### config.mk
export PLATFORM = sky130hd
export DESIGN_NAME = load_store_unit
export DESIGN_NICKNAME = d
export VERILOG_FILES = /design/src/rtl/lsu_pkg.sv /design/src/rtl/lsu_lane_align.sv /design/src/rtl/load_store_unit.sv
export SDC_FILE = /design/constraint.sdc
export NUM_CORES = 1
export LEC_CHECK = 0
export CORE_UTILIZATION = 30
export DETAILED_ROUTE_END_ITERATION = 16
export PLACE_DENSITY = 0.64
export SLEW_MARGIN = 20
export SYNTH_ARGS = -nofsm -noshare
export SYNTH_HDL_FRONTEND = slang
export SYNTH_SLANG_ARGS = --single-unit
### constraint.sdc
create_clock -name clk -period 4.8 [get_ports clk]
set_input_delay 0.72 -clock clk [delete_from_list [all_inputs] [get_ports clk]]
set_output_delay 0.72 -clock clk [all_outputs]
set_load 0.005 [all_outputs]
### src/rtl/lsu_pkg.sv
// lsu_pkg: shared types and helpers for the load/store unit.
//   - size encodings for byte/half/word requests
//   - FSM state enum
//   - address range and alignment helpers used at request acceptance
package lsu_pkg;

  localparam logic [1:0] SZ_BYTE = 2'b00;
  localparam logic [1:0] SZ_HALF = 2'b01;
  localparam logic [1:0] SZ_WORD = 2'b10;
  localparam logic [1:0] SZ_ILL  = 2'b11;

  typedef enum logic [2:0] {
    ST_IDLE   = 3'd0,
    ST_LOAD   = 3'd1,
    ST_STORE  = 3'd2,
    ST_RMW_RD = 3'd3,
    ST_RMW_WR = 3'd4,
    ST_RESP   = 3'd5
  } lsu_state_e;

  // Word index at or beyond the memory depth is out of range.
  function automatic logic addr_out_of_range(input logic [31:0] addr,
                                             input logic [31:0] depth);
    return ({2'b00, addr[31:2]} >= depth);
  endfunction

  // Halves need bit 0 clear, words need bits [1:0] clear; bytes never misalign.
  function automatic logic addr_misaligned(input logic [1:0] size,
                                           input logic [1:0] lo);
    logic mis;
    mis = 1'b0;
    case (size)
      SZ_HALF: mis = lo[0];
      SZ_WORD: mis = |lo;
      default: mis = 1'b0;
    endcase
    return mis;
  endfunction

endpackage

### src/rtl/lsu_lane_align.sv
// lsu_lane_align: combinational little-endian lane steering.
//   i_lane     : byte offset within the word (addr[1:0])
//   i_size     : access size encoding
//   i_unsigned : 1 = zero-extend loads, 0 = sign-extend
//   i_rword    : word read from memory (load path)
//   o_ldata    : selected lane moved to the LSBs and extended
//   i_oword    : existing memory word (store merge path)
//   i_wdata    : right-justified store data
//   o_sword    : i_oword with the target lane(s) replaced
module lsu_lane_align
  import lsu_pkg::*;
(
  input  logic [1:0]  i_lane,
  input  logic [1:0]  i_size,
  input  logic        i_unsigned,
  input  logic [31:0] i_rword,
  output logic [31:0] o_ldata,
  input  logic [31:0] i_oword,
  input  logic [31:0] i_wdata,
  output logic [31:0] o_sword
);

  logic [4:0]  w_bsel;
  logic [4:0]  w_hsel;
  logic [7:0]  w_byte;
  logic [15:0] w_half;

  assign w_bsel = {i_lane, 3'b000};
  assign w_hsel = {i_lane[1], 4'b0000};
  assign w_byte = i_rword[w_bsel +: 8];
  assign w_half = i_rword[w_hsel +: 16];

  always_comb begin
    o_ldata = i_rword;
    case (i_size)
      SZ_BYTE: o_ldata = {{24{~i_unsigned & w_byte[7]}}, w_byte};
      SZ_HALF: o_ldata = {{16{~i_unsigned & w_half[15]}}, w_half};
      default: o_ldata = i_rword;
    endcase
  end

  always_comb begin
    o_sword = i_oword;
    case (i_size)
      SZ_BYTE: o_sword[w_bsel +: 8]  = i_wdata[7:0];
      SZ_HALF: o_sword[w_hsel +: 16] = i_wdata[15:0];
      default: o_sword = i_wdata;
    endcase
  end

endmodule

### src/rtl/load_store_unit.sv
// load_store_unit: single-outstanding load/store initiator for a
// word-addressed data memory with combinational read data.
//   clk, reset           : clock, async active-high reset
//   req_*                : core request (valid/ready), fields latched on accept
//   rsp_valid/rdata/err  : one-cycle response strobe
//   MemRead/MemWrite     : memory enables, only in memory states
//   mem_address          : word index during memory states, else 0
//   mem_wdata            : full word written (merged for sub-word stores)
//   mem_rdata            : combinational read data
module load_store_unit
  import lsu_pkg::*;
#(
  parameter int DEPTH = 64
) (
  input  logic        clk,
  input  logic        reset,
  input  logic        req_valid,
  output logic        req_ready,
  input  logic        req_we,
  input  logic [1:0]  req_size,
  input  logic        req_unsigned,
  input  logic [31:0] req_addr,
  input  logic [31:0] req_wdata,
  output logic        rsp_valid,
  output logic [31:0] rsp_rdata,
  output logic        rsp_err,
  output logic        MemRead,
  output logic        MemWrite,
  output logic [31:0] mem_address,
  output logic [31:0] mem_wdata,
  input  logic [31:0] mem_rdata
);

  lsu_state_e  r_state, w_next;
  logic        r_we, r_uns, r_err;
  logic [1:0]  r_size;
  logic [31:0] r_addr, r_wdata, r_rword;

  logic        w_accept, w_err;
  logic [31:0] w_ldata, w_sword, w_widx;

  assign w_accept = req_valid && (r_state == ST_IDLE);
  assign w_err    = (req_size == SZ_ILL)
                 || addr_misaligned(req_size, req_addr[1:0])
                 || addr_out_of_range(req_addr, 32'(DEPTH));
  assign w_widx   = {2'b00, r_addr[31:2]};

  lsu_lane_align u_align (
    .i_lane     (r_addr[1:0]),
    .i_size     (r_size),
    .i_unsigned (r_uns),
    .i_rword    (r_rword),
    .o_ldata    (w_ldata),
    .i_oword    (r_rword),
    .i_wdata    (r_wdata),
    .o_sword    (w_sword)
  );

  always_ff @(posedge clk or posedge reset) begin
    if (reset) begin
      r_state <= ST_IDLE;
      r_we    <= 1'b0;
      r_uns   <= 1'b0;
      r_err   <= 1'b0;
      r_size  <= 2'b00;
      r_addr  <= '0;
      r_wdata <= '0;
      r_rword <= '0;
    end else begin
      r_state <= w_next;
      if (w_accept) begin
        r_we    <= req_we;
        r_uns   <= req_unsigned;
        r_err   <= w_err;
        r_size  <= req_size;
        r_addr  <= req_addr;
        r_wdata <= req_wdata;
      end
      // Read data is combinational, so it is valid at the end of the read cycle.
      if (r_state == ST_LOAD || r_state == ST_RMW_RD)
        r_rword <= mem_rdata;
    end
  end

  always_comb begin
    w_next      = r_state;
    req_ready   = 1'b0;
    rsp_valid   = 1'b0;
    rsp_err     = 1'b0;
    rsp_rdata   = '0;
    MemRead     = 1'b0;
    MemWrite    = 1'b0;
    mem_address = '0;
    mem_wdata   = '0;
    case (r_state)
      ST_IDLE: begin
        req_ready = 1'b1;
        if (w_accept) begin
          if (w_err)                   w_next = ST_RESP;
          else if (!req_we)            w_next = ST_LOAD;
          else if (req_size == SZ_WORD) w_next = ST_STORE;
          else                         w_next = ST_RMW_RD;
        end
      end
      ST_LOAD: begin
        MemRead     = 1'b1;
        mem_address = w_widx;
        w_next      = ST_RESP;
      end
      ST_STORE: begin
        MemWrite    = 1'b1;
        mem_address = w_widx;
        mem_wdata   = r_wdata;
        w_next      = ST_RESP;
      end
      ST_RMW_RD: begin
        MemRead     = 1'b1;
        mem_address = w_widx;
        w_next      = ST_RMW_WR;
      end
      ST_RMW_WR: begin
        MemWrite    = 1'b1;
        mem_address = w_widx;
        mem_wdata   = w_sword;
        w_next      = ST_RESP;
      end
      ST_RESP: begin
        rsp_valid = 1'b1;
        rsp_err   = r_err;
        // Only successful loads return data; stores and errors return 0.
        if (!r_err && !r_we) rsp_rdata = w_ldata;
        w_next = ST_IDLE;
      end
      default: w_next = ST_IDLE;
    endcase
  end

endmodule

==> flow_summary.toml, run 1 <==
[status]
outcome = "finished, final reports clean"

[worst_setup_path]
crit_family = "buffers and inverters"
slowest_stage = "nor4b_2"
critPathMaxFanout = 29
crit_chain = "inv_1 -> ha_1 -> nor4b_2 -> a2bb2oi_1 -> o221ai_1 -> clkdlybuf4s50_1"
critPathMaxStageDelay_ps = 800
worst_ep_required_time_ps = 4080
start_kind = "register"
cp.arrival_ps = 3520
critPathBufInv = 2
setup.worst_path.end_class = "output pin"
crit_type = "reg2out"

[logic_synthesis]
synth_area_leader_cell = "dfrtp_1"
synth_commonest_cells = "dfrtp_1, nand2_1, mux2_2, o21ai_0, inv_1"
synth_area_leaders = "dfrtp_1, mux2_2, nand2_1, o21ai_0, and2_1"
yosysSeqAreaShare_pct = 42.0
synthFlopType = "dfrtp_1"
syn_area_per_cell_um2 = 9.62
synth.distinct_cells = 56
synthCells = 644
ys_seq_elements = 104
synth_most_common_cell = "dfrtp_1"
synth_edf_count = 0
yosysTopAreaCellShare_pct = 42.0
ys_warn_count = 0
synthArstFlopShare_pct = 100
syn_area_mm2 = 0.00619

[drt]
drtIter0Drc = 481
wl_um = 21300
ant_nets = 0
wl_per_cell_um = 19.5
drc = 0
via_per_inst = 5.30
dr_total_vias = 5804
first_pass_iters = 5

[final_layout]
final_cells = 1095
fin_nets = 930
drive_above_1_share_pct = 14.1
syn_to_final_growth_pct = 39.8
utilization_pct = 42.8

[timing]
rsz0062_at_grt = "no"
setup_viol = 0
finClkSkew_ps = 9.46
whs_ps = 497
finalCritPeriodShare_pct = 88.4
slew_headroom_pct = 36.2
finalMaxSlewViolations = 0
fin_setup_tns_ps = 0
max_slew.worst_pin.slew_ps = 957
max_freq_mhz = 236
period_needed_ps = 4240
final-hold-violation-count = 0

[cts]
post_cts_buffers = 0
htreeDepth = 3
cts_tree = "built"
clkLatencyLatePin_ps = 360
cts_buffers = 9
cts-resized-gates = 0
clkSinkCount = 104
clk_pin_slew_ps = 70
cts_hold_buf = 0
cts-root-buf = "clkbuf_16"
cts.path.max_buffers = 2

[job]
maxCapViolCount = 0

[floorplanning]
io_pins = 204
die_h_um = 146
start_util_pct = 30.6
fp-row-count = 52
die_area_mm2 = 0.0212
core_area_mm2 = 0.0202
die_w_um = 146

[global_routing]
grt_usage_pct = 20.0
grt_pass1_vias = 5550
antenna_found_initial = 1
overflow = 0
grt_pass1_wl_um = 32600
grt_max_degree = 75

[worst_hold_path]
hold_path_class = "reg2reg"

[power]
leakage_uw = 0.00344
p_clk_share_pct = 13.3
sw_frac_of_total_pct = 41.9
p_switching_uw = 2270
power_uw = 5410
cellPowerDensity_mw_per_mm2 = 625
pwr-share-seq_pct = 34.5
intPower_uw = 3150
peakVddDrop_uv = 277
comb_power_share_pct = 52.3

[placed_design]
dp_cells = 1078
globalplace.congestion = 0.917
io_buffers = 201
hpwl_um = 15900
-- cell usage in the layout (no fill, tap or decap), drive strengths merged, types with 10 or more instances in the layout --
cell,instances
inv,44
dfrtp,104
nand2,85
o221ai,17
a21oi,30
a2bb2oi,16
clkbuf,10
mux2,66
and2,32
clkdlybuf4s50,201
nor2,27
buf,12
o21ai,60
mux2i,19
-- path summary, 6_finish.rpt --
check / slack, ps / endpoint / cells past startpoint / from
max in group asynchronous: 2870 / r_addr[17] / 3 / reset
setup / recovery: 560 / mem_wdata[31] / 6 / r_addr[1]
hold / removal: 500 / r_addr[17] / 1 / r_addr[17]
min in group asynchronous: 910 / r_wdata[26] / 2 / reset
hold reg to reg: 500 / r_addr[17] / 1 / r_addr[17]
setup reg to reg: 2210 / r_wdata[11] / 4 / r_state[2]
-- final cells by class --
cell class / count / area [um2]
Multi-Input combinational cell: 451 / 3180
Clock buffer: 10 / 229
Tap cell: 270 / 338
Clock inverter: 6 / 50.0
Fill cell: 1995 / 11600
Timing Repair Buffer: 213 / 2100
Inverter: 40 / 153
Sequential cell: 104 / 2600
Antenna cell: 1 / 2.50
-- flip-flops by register name, indices dropped and copies added (netlist names) --
| name | count |
|---|---|
| r_addr | 32 |
| r_err | 1 |
| r_rword | 32 |
| r_size | 2 |
| r_state | 3 |
| r_uns | 1 |
| r_wdata | 32 |
| r_we | 1 |
-- layer usage --
layer	share of wire (%)	up-vias	GRT usage, %
met5	0	-	0
met3	7.6	41	4.89
li1	-	2659	-
met2	45	259	30.2
met1	44	2845	26.9
met4	3.3	0	8.95
-- per-stage QoR --
stage                     cell area (um2)  setup WS (ps)
after floorplan                      6200           1350
after CTS                            8660            565
after global placement               8380           1110
final                                8660            557
after detailed placement             8380            986
after global routing                 8660            372
-- cells by family after synthesis --
group,after synthesis,synth area share (%)
flip-flops,104,42.0
AO/OA/AOI/OAI,187,21.0
AND/OR/NAND/NOR,169,13.4
buffers and inverters,90,6.83
other,1,0.0605
multiplexers,85,15.1
adder cells (fa/ha/maj),8,1.62
-- power by group through the flow --
stage,combinational [uW],sequential (uW),clock (uW)
global route,3060,1920,775
CTS,2840,1840,738
floorplan,1830,1560,0
finish,2830,1870,719
detailed placement,2820,1850,0
global placement,2800,1830,0
(Power assumes the default switching activity.)
==> inputs of run 2 (changes only) <==
--- a/config.mk
+++ b/config.mk
@@ -5,6 +5,7 @@
 export SDC_FILE = /design/constraint.sdc
 export NUM_CORES = 1
 export LEC_CHECK = 0
+export CORE_ASPECT_RATIO = 1.75
 export CORE_UTILIZATION = 30
 export DETAILED_ROUTE_END_ITERATION = 16
 export PLACE_DENSITY = 0.64
==> run 2 against run 1 <==
- design area is 0.13% lower
- flip-flop and latch count is the same
- combinational power rose by 4%
- sequential share of layout area about the same
- critical path depth is the same
- first-iteration DRC count fell by 29%
- non-clock buffer count increased by 1
- die area is 0.11% higher
- critical path type unchanged
==> flow_summary.toml, run 2 (synthesis gave the netlist of run 1 again) <==
[global_routing]
antenna_found_initial = 3
grt_pass1_vias = 5773
grt_usage_pct = 20.7
grt_pass1_wl_um = 33600
busiest_layer = "met2"
gr-usage-met1_pct = 23.5
grt_use_met2_pct = 36.2
grt_max_degree = 75
overflow = 0
grt_util_met3_pct = 3.66

[floorplanning]
fp-row-count = 69
die_h_um = 192
die_w_um = 111
die_area_mm2 = 0.0213
start_util_pct = 30.5
core_area_mm2 = 0.0203
io_pins = 204

[worst_setup_path]
start_kind = "register"
setup.worst_path.end_class = "output pin"
crit_chain = "inv_2 -> ha_1 -> nor4b_2 -> a2bb2oi_1 -> o221ai_1 -> clkdlybuf4s50_1"
critPathMaxFanout = 20
cp.depth = 6
critPathBufInv = 2
slowest_stage = "nor4b_2"
cp.arrival_ps = 3360
critPathMaxStageDelay_ps = 910
r2r_slack_ps = 2530
cp-startpoint = "r_addr[0]"
reg2regPathDepth = 3
r2r-end = "r_addr[9]"
crit_family = "simple AND/OR/NAND/NOR gates"
worst_ep_required_time_ps = 4080
reg2reg_from = "r_state[2]"
worstSetupEndpoint = "mem_wdata[28]"
crit_type = "reg2out"

[drt]
wl_per_cell_um = 20.7
dr_total_vias = 5741
drc = 0
first_pass_iters = 5
wl_um = 22300
drtIter0Drc = 341
via_per_inst = 5.33
ant_nets = 0

[cts]
cts.path.max_buffers = 2
cts_tree = "built"
clk_pin_slew_ps = 80
clkSinkCount = 104
cts-resized-gates = 0
post_cts_buffers = 0
cts-root-buf = "clkbuf_16"
cts_buffers = 9
clkLatencyLatePin_ps = 340
htreeDepth = 3
cts_hold_buf = 0

[timing]
rsz0062_at_grt = "no"
max_freq_mhz = 245
max_slew.worst_pin.slew_ps = 1040
finClkSkew_ps = 7.28
slew_headroom_pct = 30.6
period_needed_ps = 4080
finalCritPeriodShare_pct = 85.1
setup_viol = 0
final-hold-violation-count = 0
finalMaxSlewViolations = 0
fin_setup_tns_ps = 0
layout_setup_ws_ps = 717

[power]
leakage_uw = 0.00343
sw_frac_of_total_pct = 41.8
p_clk_share_pct = 13.1
intPower_uw = 3150
power_uw = 5420
comb_power_share_pct = 54.1
pwr-share-seq_pct = 32.8
cellPowerDensity_mw_per_mm2 = 627
p_switching_uw = 2270
peakVddDrop_uv = 264

[final_layout]
final_cell_mix = "clkdlybuf4s50_1, dfrtp_1, nand2_1, mux2_2, o21ai_0"
final_common_cell = "clkdlybuf4s50_1"
drive_above_1_share_pct = 14.2
syn_to_final_growth_pct = 39.6
top_regs = "r_addr x32, r_rword x32, r_wdata x32"
fin_nets = 931

[status]
outcome = "finished, final reports clean"

[placed_design]
globalplace.congestion = 0.894
hpwl_um = 16800
pre_cts_ws_ps = 1180
io_buffers = 201

[worst_hold_path]
hold_path_class = "reg2reg"

[job]
maxCapViolCount = 0
-- run 2: changes by cell type in the layout (fill, tap and decap cells not counted) --
cell	previous run	this run
diode_2	1	4
and2_2	1	0
and2_4	0	1
buf_4	12	13
clkinv_2	1	0
clkinv_4	0	1
clkinvlp_4	1	2
inv_8	1	0
-- run 2: metal layers --
layer / share of wire [%] / vias up
li1: - / 2661
met1: 38 / 2773
met2: 51 / 247
met3: 5.3 / 60
met4: 5.7 / 0
met5: 0 / -
-- run 2: per-stage QoR --
| stage | cells | hold WS (ps) | util (%) | cell area, um2 |
|---|---|---|---|---|
| after CTS | 1073 | 505 | 42.6 | 8640 |
| final | 1077 | 504 | 42.6 | 8650 |
| after global routing | 1076 | 516 | 42.6 | 8650 |
| after detailed placement | 1057 | 488 | 41.2 | 8360 |
| after global placement | 1057 | 481 | 41.2 | 8360 |
| after floorplan | 645 | 472 | - | 6200 |
-- run 2: area by class of cell --
type                    count  area [um2]
well taps                 248         310
diodes                      4        10.0
inverters                  40         153
repair buffers            214        2110
flip-flops and latches    104        2600
clock buffers              10         229
clock inverters             6        50.0
fillers                  1980       11600
multi-input cells         451        3180
-- run 2: how the worst min path moves through the flow --
stage | start | slack (ps) | cells after the start | endpoint
after floorplan | r_addr[31] | 470 | 1 | r_addr[31]
after global placement | r_addr[28] | 480 | 1 | r_addr[28]
after detailed placement | r_addr[28] | 490 | 1 | r_addr[28]
after CTS | r_addr[4] | 500 | 1 | r_addr[4]
after global routing | r_addr[28] | 520 | 1 | r_addr[28]
final | r_addr[19] | 500 | 1 | r_addr[19]
-- run 2: power by group through the flow --
stage / clock network (uW) / logic [uW] / registers (uW)
floorplan: 0 / 1830 / 1560
global placement: 0 / 2890 / 1770
detailed placement: 0 / 2920 / 1780
CTS: 728 / 2930 / 1770
global route: 768 / 3190 / 1830
finish: 711 / 2930 / 1780
